--- config.mk ---
export PLATFORM = sky130hd
export DESIGN_NAME = write_arbiter
export DESIGN_NICKNAME = d
export VERILOG_FILES = /design/src/rtl/write_arbiter.sv
export SDC_FILE = /design/constraint.sdc
export NUM_CORES = 1
export LEC_CHECK = 0
export ABC_AREA = 1
export CAP_MARGIN = 5
export CORE_ASPECT_RATIO = 1.2
export CORE_MARGIN = 2
export CORE_UTILIZATION = 45
export CTS_CLUSTER_DIAMETER = 50
export DETAILED_ROUTE_END_ITERATION = 16
export GPL_TIMING_DRIVEN = 1
export PLACE_DENSITY = 0.76
export SLEW_MARGIN = 10
export SYNTH_ARGS = -nofsm -noshare
export SYNTH_HDL_FRONTEND = slang
export SYNTH_SLANG_ARGS = --single-unit
--- constraint.sdc ---
create_clock -name clk -period 12.1 [get_ports clk]
set_clock_uncertainty 0.1 [all_clocks]
set_input_delay 2.42 -clock clk [delete_from_list [all_inputs] [get_ports clk]]
set_output_delay 2.42 -clock clk [all_outputs]
set_load 0.02 [all_outputs]
--- src/rtl/write_arbiter.sv ---
// write_arbiter: per-channel one-word buffers arbitrated onto a single FIFO write port.
// Round-robin by default; define WRITE_ARB_FIXED_PRIORITY_EN for fixed priority (channel 0 highest).
module write_arbiter #(
    parameter int NUM_CH = 4,
    parameter int DATA_W = 64
) (
    input  logic                       clk,
    input  logic                       reset_n,
    input  logic                       enable,
    input  logic [NUM_CH-1:0]          ch_write,
    input  logic [NUM_CH*DATA_W-1:0]   ch_data,
    input  logic                       fifo_full,
    input  logic                       ovf_clr,
    output logic                       out_write,
    output logic [DATA_W-1:0]          out_data,
    output logic [$clog2(NUM_CH)-1:0]  out_chan,
    output logic [NUM_CH-1:0]          ch_overflow,
    output logic                       busy
);
    localparam int CW = $clog2(NUM_CH);

    logic [NUM_CH-1:0] pend_q, pend_d, ovf_q, ovf_d, gnt, cap, ovf_ev;
    logic [DATA_W-1:0] hold_q [NUM_CH];
    logic [CW-1:0]     gidx, out_chan_q;
    logic [DATA_W-1:0] out_data_q;
    logic              gnt_v, out_write_q;

`ifdef WRITE_ARB_FIXED_PRIORITY_EN
    always_comb begin
        gidx = '0;
        for (int k = NUM_CH - 1; k >= 0; k--)
            if (pend_q[k]) gidx = CW'(k);
    end
`else
    logic [CW-1:0] last_q, cand;
    logic          found;

    // Search starts one past the last winner and wraps, so every channel waits at most NUM_CH-1 grants.
    always_comb begin
        gidx  = '0;
        cand  = '0;
        found = 1'b0;
        for (int k = 1; k <= NUM_CH; k++) begin
            cand = CW'((int'(last_q) + k) % NUM_CH);
            if (!found && pend_q[cand]) begin
                gidx  = cand;
                found = 1'b1;
            end
        end
    end

    always_ff @(posedge clk or negedge reset_n) begin
        if (!reset_n)
            last_q <= CW'(NUM_CH - 1);
        else if (gnt_v)
            last_q <= gidx;
    end
`endif

    // A channel being granted this cycle frees its slot, so a coincident write is accepted, not dropped.
    always_comb begin
        gnt_v  = enable && !fifo_full && (|pend_q);
        gnt    = gnt_v ? (NUM_CH'(1) << gidx) : '0;
        cap    = {NUM_CH{enable}} & ch_write & (~pend_q | gnt);
        ovf_ev = {NUM_CH{enable}} & ch_write & pend_q & ~gnt;
        pend_d = cap | (pend_q & ~gnt);
        ovf_d  = (ovf_clr ? '0 : ovf_q) | ovf_ev;
    end

    always_ff @(posedge clk or negedge reset_n) begin
        if (!reset_n) begin
            pend_q      <= '0;
            ovf_q       <= '0;
            out_write_q <= 1'b0;
            out_data_q  <= '0;
            out_chan_q  <= '0;
        end else begin
            pend_q      <= pend_d;
            ovf_q       <= ovf_d;
            out_write_q <= gnt_v;
            if (gnt_v) begin
                out_data_q <= hold_q[gidx];
                out_chan_q <= gidx;
            end
        end
    end

    always_ff @(posedge clk) begin
        for (int i = 0; i < NUM_CH; i++)
            if (cap[i]) hold_q[i] <= ch_data[i*DATA_W +: DATA_W];
    end

    assign out_write   = out_write_q;
    assign out_data    = out_data_q;
    assign out_chan    = out_chan_q;
    assign ch_overflow = ovf_q;
    assign busy        = |pend_q;
endmodule
Word-level counts from Yosys, hierarchy flattened
Memories as Yosys holds them, arrays and structs flattened. A register that Yosys moved wholly into a read port is not among the register bits.
Index checks and enable logic that the tools add are counted.
{"block": "word_totals", "reg_bits": 13, "mem_bits_rw": 256, "input_bits": 265, "output_inout_bits": 72, "mem_count": 1}
{"block": "op_classes", "addsub": 4, "magnitude_cmp": 4, "shift": 1, "n_mux": 25, "n_bitwise": 10, "reduce_logical": 11}
{"name": "hold_q", "depth": 4, "width": 64, "rd": 1, "rd_clocked_by_memory_dff": 1, "wr": 4, "line_no": "23", "text": "logic [DATA_W-1:0] hold_q [NUM_CH];"}
{"op": "4-bit bitwise AND", "count": 5}
{"op": "1-bit 2-to-1 mux", "count": 15}
{"op": "2-bit by 3-bit less-than comparator with 1-bit output (second input constant)", "count": 4}
{"op": "4-bit bitwise OR", "count": 3}
{"op": "1-bit binary-select mux with 2-bit select", "count": 4}
{"op": "2-bit 2-to-1 mux", "count": 4}
{"op": "4-bit 2-to-1 mux", "count": 2}
{"op": "4-bit NOT", "count": 2}
{"op": "1-bit logical AND", "count": 5}
{"op": "1-bit zero test", "count": 5}
{"op": "2-bit by 1-bit adder with 2-bit output (second input constant)", "count": 2}
{"op": "2-bit adder (second input constant)", "count": 2}
{"op": "4-bit OR reduction", "count": 1}
{"op": "1-bit by 2-bit left shift with 4-bit output (first input constant)", "count": 1}

Longest topological paths before layout
{"block": "depth", "depth_word": 19, "mapped_depth": 17}

Worst setup path before layout
Ideal clock, no wire load.
{"block": "synth_timing", "kind": "input port to flip-flop", "from": "input enable", "to": "memory hold_q[0][0] (enable)", "arrival_ns": 6.430, "t_required_ns": 11.493, "path_slack_ns": 5.063, "cell_stages": 5, "cell_sequence": "inv_1 -> nor3_1 -> clkbuf_1 -> nand3_1 -> a21oi_1"}
{"item": "start, declared", "line_no": "9", "text": "input logic enable,"}
{"item": "end, declared", "line_no": "23"}

==> results.yml <==
clock_network:
  path_clk_slew_ps: 60
  clk_latency_ps: 520
  clock_path_buffers: 3
  cts_resized: 0
  cts_tree: "built"
  cts_num_sinks: 333
  cts-root-buf: "clkbuf_16"
  cts_hold_buf: 0
  cts_setup_buffers: 0
  cts_buffers: 35
  htreeDepth: 2
global_routing:
  grt_pass1_wl_mm: 58.4
  antenna_found_initial: 7
  first_global_vias: 10800
  grt_max_degree: 91
  track_usage_pct: 22.8
  grt_overflow: 0
placed_design:
  port_buffers: 336
  placed_area_sq_um: 17800
  place_hpwl_mm: 24.3
  gp_congestion: 0.840
route:
  wl_mm: 37.5
  via_per_inst: 4.97
  drc_errors: 0
  ant_nets: 0
  vias: 10700
  drt_iter0_drc: 870
  wl_per_cell_um: 17.5
  detail_route.first_pass.iterations: 5
floorplan:
  ios: 337
  rows: 71
  die_x_um: 166
  die_area_sq_um: 32800
  start_util_pct: 45.4
  core_area_sq_um: 31100
  die_h_um: 198
min_path:
  min_from: "out_data[15]$_DFFE_PN0N_"
  whs_path_depth: 2
  hold_class: "reg2reg"
sta:
  relSlewSlack_pct: 29.0
  hold_viol_final: 0
  setup-violations-final: 0
  tns_ps: 0
  worstMarginPinSlew_ps: 1060
  period_minus_slack_ps: 5830
  max_freq_mhz: 172
  finalCritPeriodShare_pct: 48.1
  drv_slew: 0
  rsz0062_at_grt: "no"
worst_setup_path:
  r2r-start: "last_q[0]$_DFFE_PN1N_"
  crit_fanout: 69
  critPathArrivalTime_ps: 5860
  cp.required_ps: 12140
  r2r_cells: 13
  crit_path_end_kind: "flop"
  crit_start: "enable"
  crit_type: "in2reg"
  crit_path_start_kind: "input pin"
run_status:
  status: "finished, final reports clean"
logic_synthesis:
  syn-cell-area_sq_um: 14100
  yosysWarnings: 0
  syn_inst: 1401
  yosysSeqAreaShare_pct: 68.2
  synth-seq-cells: 333
  synth_nets: 1666
  synth.distinct_cells: 28
  avgSynthCellArea_sq_um: 10.1
cells_and_area:
  drive_gt1_share_pct: 5.06
  area_growth_pct: 34.2
  fin_nets: 1978
  regArea_sq_um: 9620
  fill_cells: 2456
  multi_input_area_sq_um: 3200
  layout_commonest_cell: "nand2_1"
  final_cell_mix: "nand2_1, clkdlybuf4s50_1, inv_1"
  finish.instance_area_sq_um: 18900
pwr:
  peakVddDrop_mv: 0.306
  power_density_nw_per_um2: 270
  leakagePower_nw: 8.48
  p_total_mw: 5.11
flow_run:
  maxCapViolations: 0
synthesized netlist by cell type:
cell type / n / area share (%)
nor3_1: 1 / 0.035
nand3_1: 263 / 9.3
o21ai_1: 1 / 0.035
clkbuf_1: 22 / 0.59
nor2_1: 4 / 0.11
buf_2: 36 / 1.3
buf_4: 6 / 0.32
inv_2: 3 / 0.080
dfrtp_1: 75 / 13
o21a_1: 1 / 0.053
inv_4: 1 / 0.044
nand2_1: 437 / 12
buf_6: 2 / 0.16
nand4_1: 2 / 0.089
and2_1: 1 / 0.044
o21ai_0: 3 / 0.11
nand2_2: 5 / 0.22
dfstp_2: 2 / 0.37
edfxtp_1: 256 / 55
nand4_2: 1 / 0.089
nand3b_1: 1 / 0.053
nor2_2: 1 / 0.044
nor4_1: 1 / 0.044
nand3_2: 1 / 0.071
nor2_4: 1 / 0.080
inv_1: 266 / 7.1
buf_1: 5 / 0.13
a21oi_1: 3 / 0.11
state kept, by name, indices dropped and copies added, names as in the netlist:
name / cells
ch_overflow: 4
out_write: 1
out_data: 64
hold_q: 256
pend_q: 4
last_q: 2
out_chan: 2
worst paths after layout:
| check | endpoint | slack (ps) |
|---|---|---|
| min in group asynchronous | out_data[17]$_DFFE_PN0N_ | 1740 |
| hold / removal | out_data[15]$_DFFE_PN0N_ | 380 |
| hold reg to reg | out_data[15]$_DFFE_PN0N_ | 380 |
| setup / recovery | hold_q[0][45]$_DFFE_PP_ | 6270 |
| max in group asynchronous | out_data[43]$_DFFE_PN0N_ | 9090 |
| setup reg to reg | hold_q[3][44]$_DFFE_PP_ | 7030 |
cell type report:
cell class,count,share of cell area [%]
clock inverters,13,0.562
well taps,401,2.65
repair buffers,346,18.2
clock buffers,50,5.47
diodes,6,0.0793
multi-input cells,727,16.9
flip-flops and latches,333,50.8
inverters,270,5.37
power breakdown:
part	switching, mW	leakage, nW	total (mW)	internal [mW]
clock network	0.436	0.557	1.06	0.620
registers	0.109	3.27	1.58	1.47
logic	1.64	4.65	2.47	0.832
total	2.18	8.48	5.11	2.93
routing by layer:
layer  track usage (%)  share of wire [%]
met5                 0              0.035
met1              27.8                 38
met3              3.88                6.6
met4              10.8                4.6
met2              39.6                 51
metrics by stage:
stage               util [%]  hold slack, ps  setup WS [ps]  cells
finish                  60.9             377           6270   2146
global route            60.9             397           6040   2146
CTS                     60.8             380           6250   2140
detailed placement      57.2             364           5720   2077
global placement        57.2             361           5880   2077
floorplan                  -             406           5060   1401
worst max-delay path: stages:
cell and delay (ps):
clkdlybuf4s50_1 620, inv_1 80, nor3_2 260, buf_4 730, nand3_1 320, a21oi_4 800, buf_4 580
cells by family after synthesis:
group	Yosys count	synth area share [%]
flops	333	68.2
buf+inv	341	9.68
compound gates	8	0.302
simple gates	719	21.8
(Power assumes the default switching activity.)
